`config.mk`:
```
export PLATFORM = sky130hd
export DESIGN_NAME = and_slot_arbiter
export DESIGN_NICKNAME = d
export VERILOG_FILES = /design/src/rtl/and_slot_pkg.sv /design/src/rtl/rr_pick.sv /design/src/rtl/and_slot_arbiter.sv
export SDC_FILE = /design/constraint.sdc
export NUM_CORES = 1
export LEC_CHECK = 0
export CAP_MARGIN = 20
export CORE_ASPECT_RATIO = 0.7
export CORE_MARGIN = 1
export CORE_UTILIZATION = 45
export DETAILED_ROUTE_END_ITERATION = 8
export HOLD_SLACK_MARGIN = 0.06
export PLACE_DENSITY = 0.69
export REMOVE_ABC_BUFFERS = 1
export SYNTH_ARGS = -nofsm -noshare
export SYNTH_HDL_FRONTEND = slang
export SYNTH_SLANG_ARGS = --single-unit
```
`constraint.sdc`:
```
create_clock -name clk -period 7.4 [get_ports clk]
set_input_delay 1.11 -clock clk [delete_from_list [all_inputs] [get_ports clk]]
set_output_delay 1.11 -clock clk [all_outputs]
set_load 0.01 [all_outputs]
```
`src/rtl/and_slot_pkg.sv`:
```
// Shared definitions for the 74x08 gate-slot arbiter.
// Holds the default slot count, the per-requester need width and the FSM state type.
// No logic; imported by the arbiter top and its round-robin picker.
package and_slot_pkg;

    localparam int SLOTS_DEF = 4;
    localparam int NEED_W    = 3;

    typedef enum logic [1:0] {
        ST_IDLE  = 2'd0,
        ST_ARB   = 2'd1,
        ST_GRANT = 2'd2
    } state_t;

endpackage

```
`src/rtl/rr_pick.sv`:
```
// Rotating-priority first-one finder: lowest set bit of vec at or after ptr, wrapping.
// Latency: purely combinational, result valid in the same cycle as vec/ptr.
// Backpressure: none; found=0 when vec is empty.
module rr_pick #(
    parameter int N = 4,
    parameter int W = (N > 1) ? $clog2(N) : 1
) (
    input  logic [N-1:0] vec,
    input  logic [W-1:0] ptr,
    output logic         found,
    output logic [W-1:0] idx
);

    logic [2*N-1:0] dbl;
    logic [N-1:0]   rot;
    logic [W:0]     sum;

    // Rotate so bit 0 of rot is the requester at ptr.
    assign dbl = {vec, vec};
    assign rot = N'(dbl >> ptr);

    // First set bit of the rotated vector, mapped back to an absolute index.
    always_comb begin
        found = 1'b0;
        idx   = '0;
        sum   = '0;
        for (int k = 0; k < N; k++) begin
            if (!found && rot[k]) begin
                found = 1'b1;
                sum   = {1'b0, ptr} + (W+1)'(k);
                if (sum >= (W+1)'(N)) begin
                    sum = sum - (W+1)'(N);
                end
                idx = sum[W-1:0];
            end
        end
    end

endmodule

```
`src/rtl/and_slot_arbiter.sv`:
```
// Hands out gates of one 74x08 package to requesters, round-robin, no head-of-line blocking.
// Latency: req seen in IDLE at cycle N -> one-cycle gnt/gnt_mask pulse at N+2.
// Backpressure: requesters hold req until granted; unfit requests wait while others are served.
module and_slot_arbiter
    import and_slot_pkg::*;
#(
    parameter int NUM_REQ = 4,
    parameter int SLOTS   = SLOTS_DEF
) (
    input  logic                      clk,
    input  logic                      rst,
    input  logic [NUM_REQ-1:0]        req,
    input  logic [NUM_REQ*NEED_W-1:0] req_need,
    input  logic [NUM_REQ-1:0]        rel,
    output logic [NUM_REQ-1:0]        gnt,
    output logic [SLOTS-1:0]          gnt_mask,
    output logic [SLOTS-1:0]          busy_mask,
    output logic                      pkg_full,
    output logic                      err
);

    localparam int IDX_W = (NUM_REQ > 1) ? $clog2(NUM_REQ) : 1;

    state_t               state;
    logic [IDX_W-1:0]     rr_ptr;
    logic [IDX_W-1:0]     win_idx;
    logic [NUM_REQ-1:0]   gnt_r;
    logic [SLOTS-1:0]     gnt_mask_r;
    logic [IDX_W-1:0]     owner_idx [SLOTS];
    logic [SLOTS-1:0]     owner_vld;

    logic [NEED_W-1:0]    need [NUM_REQ];
    logic [NUM_REQ-1:0]   need_ok;
    logic [NUM_REQ-1:0]   owns;
    logic [NUM_REQ-1:0]   eligible;
    logic [NUM_REQ-1:0]   fit;
    logic [NUM_REQ-1:0]   rel_ok;
    logic [SLOTS-1:0]     rel_clr;
    logic [SLOTS-1:0]     alloc_mask;
    logic                 bad_req;
    logic                 bad_rel;
    logic                 pick_found;
    logic [IDX_W-1:0]     pick_idx;
    int                   free_cnt;
    int                   taken;

    assign busy_mask = owner_vld;
    assign pkg_full  = &owner_vld;
    // Reset kills a grant already on the wire in the same cycle.
    assign gnt       = rst ? '0 : gnt_r;
    assign gnt_mask  = rst ? '0 : gnt_mask_r;

    // Unpack needs and work out which requesters already own a slot.
    always_comb begin
        owns    = '0;
        need_ok = '0;
        for (int i = 0; i < NUM_REQ; i++) begin
            need[i]    = req_need[i*NEED_W +: NEED_W];
            need_ok[i] = (need[i] != '0) && (int'(need[i]) <= SLOTS);
            for (int s = 0; s < SLOTS; s++) begin
                if (owner_vld[s] && (owner_idx[s] == IDX_W'(i))) begin
                    owns[i] = 1'b1;
                end
            end
        end
    end

    assign eligible = req & ~owns & need_ok;
    assign rel_ok   = rel & owns;
    assign bad_rel  = |(rel & ~owns);
    assign bad_req  = (state == ST_IDLE) && (|(req & ~owns & ~need_ok));

    // Free count uses this cycle's table only, so a concurrent release cannot inflate it.
    always_comb begin
        free_cnt = 0;
        fit      = '0;
        for (int s = 0; s < SLOTS; s++) begin
            if (!owner_vld[s]) begin
                free_cnt = free_cnt + 1;
            end
        end
        for (int i = 0; i < NUM_REQ; i++) begin
            fit[i] = eligible[i] && (int'(need[i]) <= free_cnt);
        end
    end

    rr_pick #(
        .N (NUM_REQ),
        .W (IDX_W)
    ) u_pick (
        .vec   (fit),
        .ptr   (rr_ptr),
        .found (pick_found),
        .idx   (pick_idx)
    );

    // Winner gets its need count of the lowest-indexed free slots; releasers lose all theirs.
    always_comb begin
        alloc_mask = '0;
        rel_clr    = '0;
        taken      = 0;
        for (int s = 0; s < SLOTS; s++) begin
            if (!owner_vld[s] && (taken < int'(need[pick_idx]))) begin
                alloc_mask[s] = 1'b1;
                taken         = taken + 1;
            end
            rel_clr[s] = owner_vld[s] && rel_ok[owner_idx[s]];
        end
    end

    // Arbitration FSM plus owner table; releases apply in every state, grants land at end of GRANT.
    always_ff @(posedge clk) begin
        if (rst) begin
            state      <= ST_IDLE;
            rr_ptr     <= '0;
            win_idx    <= '0;
            gnt_r      <= '0;
            gnt_mask_r <= '0;
            err        <= 1'b0;
            owner_vld  <= '0;
            for (int s = 0; s < SLOTS; s++) begin
                owner_idx[s] <= '0;
            end
        end else begin
            err        <= bad_req | bad_rel;
            gnt_r      <= '0;
            gnt_mask_r <= '0;
            owner_vld  <= owner_vld & ~rel_clr;
            case (state)
                ST_IDLE: begin
                    if (|eligible) begin
                        state <= ST_ARB;
                    end
                end
                ST_ARB: begin
                    if (pick_found) begin
                        state      <= ST_GRANT;
                        win_idx    <= pick_idx;
                        gnt_r      <= NUM_REQ'(1) << pick_idx;
                        gnt_mask_r <= alloc_mask;
                        rr_ptr     <= (pick_idx == IDX_W'(NUM_REQ-1)) ? '0 : pick_idx + 1'b1;
                    end else begin
                        state <= ST_IDLE;
                    end
                end
                ST_GRANT: begin
                    // Granted slots were free, so they never collide with rel_clr.
                    owner_vld <= (owner_vld & ~rel_clr) | gnt_mask_r;
                    for (int s = 0; s < SLOTS; s++) begin
                        if (gnt_mask_r[s]) begin
                            owner_idx[s] <= win_idx;
                        end
                    end
                    state <= ST_IDLE;
                end
                default: state <= ST_IDLE;
            endcase
        end
    end

endmodule

```
==> Yosys cells after proc, flatten, opt, wreduce, memory -nomap -nowiden <==
Memories as Yosys holds them, arrays and structs flattened.
Cells that the tools add are included.
Widths: inputs -> output; s select.
{ "classes": {"addsub": 13, "order_cmp": 21, "n_eq_ne": 16, "shift": 2, "muxes": 79, "n_bitwise": 18, "reduce_logical": 58} }
{ "ops": {"columns": ["operator", "n"], "rows": [
  ["$add 32x2->32 const B", 5],
  ["$mux 32", 5],
  ["$le 4x32->1", 4],
  ["$lt 32x4->1", 3],
  ["$mux 1", 48],
  ["$logic_and 1x1->1", 36],
  ["$mux 2", 15],
  ["$and 4x4->4", 6],
  ["$eq 2x2->1 const B", 10],
  ["$ge 3x3->1 const B", 4],
  ["$le 3x3->1 const B", 4],
  ["$lt 2x3->1 const B", 4],
  ["$mux 4", 3],
  ["$not 4->4", 3],
  ["$reduce_bool 3->1", 4],
  ["$reduce_or 4->1", 3],
  ["$eq 2x1->1 const B", 5],
  ["$logic_not 2->1", 5],
  ["$bmux 1 s2", 4],
  ["$shr 8x2->4", 1],
  ["$sub 2x1->2 const B", 4],
  ["$logic_not 1->1", 7],
  ["$add 2x2->3 const B", 2],
  ["$bmux 3 s2", 1],
  ["15 further kinds", 21]
]} }
{ "totals": {"reg_bits": 19, "ram_bits": 8, "inputBits": 22, "output_inout_bits": 14, "wordCells": 215, "n_memories": 1} }
{ "memory_table": {"columns": ["name", "depth", "width", "rd", "rd_ports_with_merged_regs", "wr", "line_no", "source"], "rows": [
  ["owner_idx", 4, 2, 4, 0, 4, "and_slot_arbiter.sv:29", "logic [IDX_W-1:0] owner_idx [SLOTS];"]
]} }

==> Logic depth before layout (Yosys ltp) <==
An unclocked memory read counts as a cell.
{ "depth": {"depth_word": 38, "depth_mapped": 28, "depth_no_buf": 26} }

==> Hierarchy <==
From an unflattened synthesis, not the netlist that was laid out.
{ "unflattened": {"cells_unflattened": 249, "hier_area_um2": 2154.6} }
{ "modules_own_cells": {"columns": ["mod", "n_inst", "cells_each", "area_per_inst_um2", "seq_area_each_um2"], "rows": [
  ["and_slot_arbiter", 1, 237, 2080.7, 620.6],
  ["rr_pick", 1, 12, 73.8, 0.0]
]} }

==> Least setup slack after synthesis <==
OpenSTA, ideal clock, no wires.
{ "synth_timing": {"kind": "reg-to-reg", "from": "register owner_vld[0], in the netlist busy_mask[0]", "to": "register gnt_mask_r[3]", "setup_time_ps": 57, "t_arrival_ps": 5663, "required_ps": 7343, "slack_ps": 1680, "path_stages_with_launch": 25, "n_path_buf": 1, "period_less_slack_ps": 5720, "cell_sequence": "dfxtp_1 inv_1 ha_1 xnor2_1 ha_1 mux2i_1 ha_1 nor2b_1 o21a_1 o21ai_0 o2bb2ai_1 o311ai_4 buf_6 mux2i_1 mux2_2 or2_1 a21o_1 ha_1 or4_1 a41o_1 mux2i_1 ha_1 or2_2 a21oi_1 a21o_1"} }
{ "synth_between": {"elab_chain_len": 36, "word_cells_on_any_way": 74, "cone_classes": "5 x add/sub; 8 x order compare; 1 x shift; 35 x mux; 5 x bitwise; 20 x reduce/logical"} }
{ "synth_rtl": {"columns": ["item", "line_no", "source"], "rows": [
  ["start: declaration", "and_slot_arbiter.sv:30", "logic [SLOTS-1:0] owner_vld;"],
  ["start signal: assignment", "and_slot_arbiter.sv:128", "owner_vld <= owner_vld & ~rel_clr;"],
  ["start signal: assignment", "and_slot_arbiter.sv:148", "owner_vld <= (owner_vld & ~rel_clr) | gnt_mask_r;"],
  ["$mux 1 or $logic_and 1x1->1 (tied branches)", "and_slot_arbiter.sv:78, and_slot_arbiter.sv:61", null],
  ["$add 32x2->32 or $mux 1 (tied branches)", "and_slot_arbiter.sv:79, and_slot_arbiter.sv:61", null],
  ["$mux 32 or $mux 1 (tied branches)", "and_slot_arbiter.sv:78, and_slot_arbiter.sv:61", null],
  ["$add 32x2->32 or $mux 1 (tied branches)", "and_slot_arbiter.sv:79, and_slot_arbiter.sv:61", null],
  ["$mux 32 or $mux 1 (tied branches)", "and_slot_arbiter.sv:78, and_slot_arbiter.sv:61", null],
  ["$add 32x2->32 or $not 4->4 (tied branches)", "and_slot_arbiter.sv:79, and_slot_arbiter.sv:68", null],
  ["$mux 32 or $and 4x4->4 (tied branches)", "and_slot_arbiter.sv:78, and_slot_arbiter.sv:68", null],
  ["$le 4x32->1 or $and 4x4->4 (tied branches)", "and_slot_arbiter.sv:83, and_slot_arbiter.sv:68", null],
  ["[20 not listed]", null, null],
  ["$logic_and 1x1->1", "and_slot_arbiter.sv:103", "if (!owner_vld[s] && (taken < int'(need[pick_idx]))) begin"],
  ["$mux 32", "and_slot_arbiter.sv:103", null],
  ["$lt 32x4->1", "and_slot_arbiter.sv:103", null],
  ["$logic_and 1x1->1", "and_slot_arbiter.sv:103", null],
  ["$mux 32", "and_slot_arbiter.sv:103", null],
  ["$lt 32x4->1", "and_slot_arbiter.sv:103", null],
  ["$logic_and 1x1->1", "and_slot_arbiter.sv:103", null],
  ["$mux 1", "and_slot_arbiter.sv:103", null],
  ["end signal: assignment", "and_slot_arbiter.sv:140", "gnt_mask_r <= alloc_mask;"],
  ["end: declaration", "and_slot_arbiter.sv:28", "logic [SLOTS-1:0] gnt_mask_r;"]
]} }
Several ways; a longest one is shown, not always the timed one. The select of a mux whose other input is x is not followed.
A chain may end at the register's enable or synchronous reset.

==> Worst setup path in the final report <==
{ "layout_timing": {"from": "register owner_vld[1], in the netlist busy_mask[1]", "to": "register gnt_mask_r[3]"} }
{ "layout_between": {"elab_chain_len": 35, "word_cells_on_any_way": 68, "cone_classes": "4 x add/sub; 8 x order compare; 1 x shift; 30 x mux; 5 x bitwise; 20 x reduce/logical"} }
{ "layout_rtl": {"columns": ["item"], "rows": [
  ["parallel branches: the longest is 35 deep, another holds $add 32x2->32"]
]} }
Several ways; the timed one is not identified. The select of a mux whose other input is x is not followed.

==> key figures <==
Routing
  • Vias: 2,007
  • Final WL: 5760 um
  • Vias/cell: 5.72
  • DR DRC count: 0
  • Post-DRT Antenna Nets: 0
  • Initial DRC Count: 160
  • Router iterations before antenna repair: 4
  • Routed length per placed instance: 16.4 um

Logic synthesis
  • #FFs+latches synth: 27
  • Asr flop ratio synth: 0
  • Mapped Cells: 252
  • Mapped Area: 2300 um2
  • Distinct cells, synth: 56
  • Synth warn: 0
  • Synth Area per Inst: 9.14 um2
  • Ys flop type: dfxtp_1
  • Post-synth EDFFs: 8
  • Seq/Total Area, Yosys: 0.270

Worst setup path
  • Crit path capture type: flop
  • Startpoint Class: flop
  • Max Fanout on Critical Path: 11
  • Most common cell on crit path: ha_1
  • Data arrival time of the critical path: 6.82 ns
  • CP Buf/Inv Count: 1
  • WS Path Type: reg -> reg
  • Worst path cell trace: inv_1, ha_1, xnor2_1, ha_1, mux2i_1, ha_1, a211oi_1, o2111a_1, a21oi_2, o311ai_4, mux2i_1, mux2_2, or2_1, a21o_1, ha_1, or4_1, a41o_1, mux2i_1, ha_1, or2_2, a21oi_1, a21o_1
  • Slowest stage delay, CP: 0.61 ns
  • CP max-delay cell: o311ai_4
  • Cell family with most CP delay: compound AO/OA/AOI/OAI gates
  • Data required time at the worst endpoint: 7.64 ns

STA
  • RSZ-0062 raised after global routing: no
  • Worst slew margin: 0.389
  • Pins Over Slew Limit: 0
  • Fin crit share: 0.890
  • Setup-failing EPs final: 0
  • Setup TNS: 0 ns
  • Worst Tran Pin Value: 0.914 ns
  • Post-route minimum period: 6.58 ns
  • Final Skew: 0.00516 ns
  • Final Hold Viols: 0
  • Fmax achieved: 0.152 GHz

Final layout
  • Fraction of layout cells with a size suffix above 1: 0.0745
  • Final #Nets: 326
  • Leading cell type in the layout, fill and taps excluded: clkdlybuf4s50_1
  • Most frequent cells in the layout: 35 x clkdlybuf4s50_1, 21 x ha_1, 20 x nor2_1
  • Post-route insts no fill: 351
  • Number of diodes: 0
  • Area Overhead vs Synth: 18.8%

Power
  • Sw Share: 0.337
  • Reg power frac: 0.420
  • Internal power: 264 uW
  • LEAKAGE: 0.00111 uW
  • Combinational Power Share: 0.351
  • VDD IR max: 0.0859 mV
  • Psw: 134 uW
  • Clock power frac: 0.229
  • Pwr dens: 145 nW/um2

Min path
  • Min-Delay Path Class: reg -> reg

Floorplan
  • Starting Density: 0.474
  • Full die area: 5410 um2
  • # IOs: 36
  • Core Rows: 21
  • Die height: 61.8 um
  • Chip width: 87.5 um
  • Core Region: 4860 um2

Place
  • GPL Wtd Cong: 0.873
  • DP HPWL: 4520 um
  • PortBufs: 35
  • DP Cell Count: 347

Global routing
  • Initial antenna violation count: 0
  • Global Route Usage Sum: 0.230
  • Total gr overflow: 0
  • Largest net degree at the start of global routing: 24
  • Vias in the first global route: 1,842
  • First-pass GRT wire length: 9310 um

Clock network
  • Post-CTS Repair Setup Buffers: 0
  • H-tree depth: 1
  • CTS tree: yes
  • Worst-path clk slew: 0.10 ns
  • # resized after CTS: 0
  • Root Driver: clkbuf_8
  • Clk buf depth: 2
  • CTS Hold Bufs: 0
  • Num CTS Buffers: 3
  • Clk sinks: 27
  • Clock Latency Late Sink: 0.29 ns

Status
  • Status: completed

Job
  • MaxCap Viol Count: 0
==> registers in the layout (all words and copies together) (netlist names) <==
register,cells
busy_mask,4
err,1
gnt_mask_r,4
gnt_r,4
owner_idx,8
rr_ptr,2
state,2
win_idx,2
==> tightest hold or removal path, cell delays in order (launching register included) <==
cell and delay (ns):
dfxtp_1 0.32, nand2_1 0.05, a21oi_1 0.05
==> logic make-up after synthesis <==
kind of cell,share of synthesized area
fa+ha+maj,0.114
mux,0.102
xor+xnor,0.0228
compound gates,0.179
flops,0.270
simple gates,0.261
buf+inv,0.0511
==> cell type report <==
class,count,area (um2)
Fill cell,462,2130
Multi-Input combinational cell,199,1560
Sequential cell,27,621
Timing Repair Buffer,35,350
Tap cell,69,86.3
Inverter,17,63.8
Clock buffer,3,41.3
Clock inverter,1,8.76
==> power groups by stage <==
stage	sequential (uW)	combinational [uW]	clock, uW
3_5_place_dp	170	137	0
5_1_grt	168	156	98.3
6_report	167	139	91.1
2_1_floorplan	168	95.7	0
3_3_place_gp	170	135	0
4_1_cts	167	138	94.8
==> worst paths after layout <==
| path | startpoint | end | slack [ns] | cells past startpoint |
|---|---|---|---|---|
| setup / recovery | busy_mask[1] | gnt_mask_r[3] | 0.82 | 22 |
| setup reg to reg | busy_mask[1] | gnt_mask_r[3] | 0.82 | 22 |
| hold reg to reg | rr_ptr[0] | rr_ptr[0] | 0.46 | 2 |
| hold / removal | rr_ptr[0] | rr_ptr[0] | 0.46 | 2 |
==> metal layers <==
| layer | global-route usage | up-vias | routed length [um] |
|---|---|---|---|
| li1 | - | 991 | - |
| met1 | 0.353 | 930 | 3120 |
| met2 | 0.337 | 82 | 2170 |
| met3 | 0.0436 | 4 | 429 |
| met4 | 0.0422 | 0 | 33 |
| met5 | 0 | - | 0 |
==> Yosys cell counts (4+ instances only) <==
library cell	instances	area, um2
and2_1	9	56.3
mux4_2	4	90.1
and3_1	7	43.8
nand3_1	9	45.0
edfxtp_1	8	240
dfxtp_1	19	380
nor3_1	6	30.0
nand2_1	8	30.0
xnor2_1	6	52.6
ha_1	21	263
mux2_2	4	45.0
nor2b_1	11	68.8
nor3b_1	4	30.0
a22oi_1	6	45.0
mux2i_1	10	100
nand3b_1	8	60.1
buf_2	4	20.0
a21o_1	7	52.6
a21oi_1	7	35.0
nand2b_1	6	37.5
o21ai_0	6	30.0
inv_1	17	63.8
nor2_1	20	75.1
==> per-stage QoR <==
stage	utilization	instance area [um2]	total power [uW]	worst slack, ns	hold WS [ns]
finish	0.563	2740	398	0.817	0.457
global route	0.563	2740	422	0.345	0.515
CTS	0.563	2740	400	0.847	0.459
detailed placement	0.552	2690	307	0.879	0.444
global placement	0.552	2690	306	0.998	0.439
floorplan	-	2250	264	1.56	0.426
No activity file was read; power rests on OpenSTA's default activity.
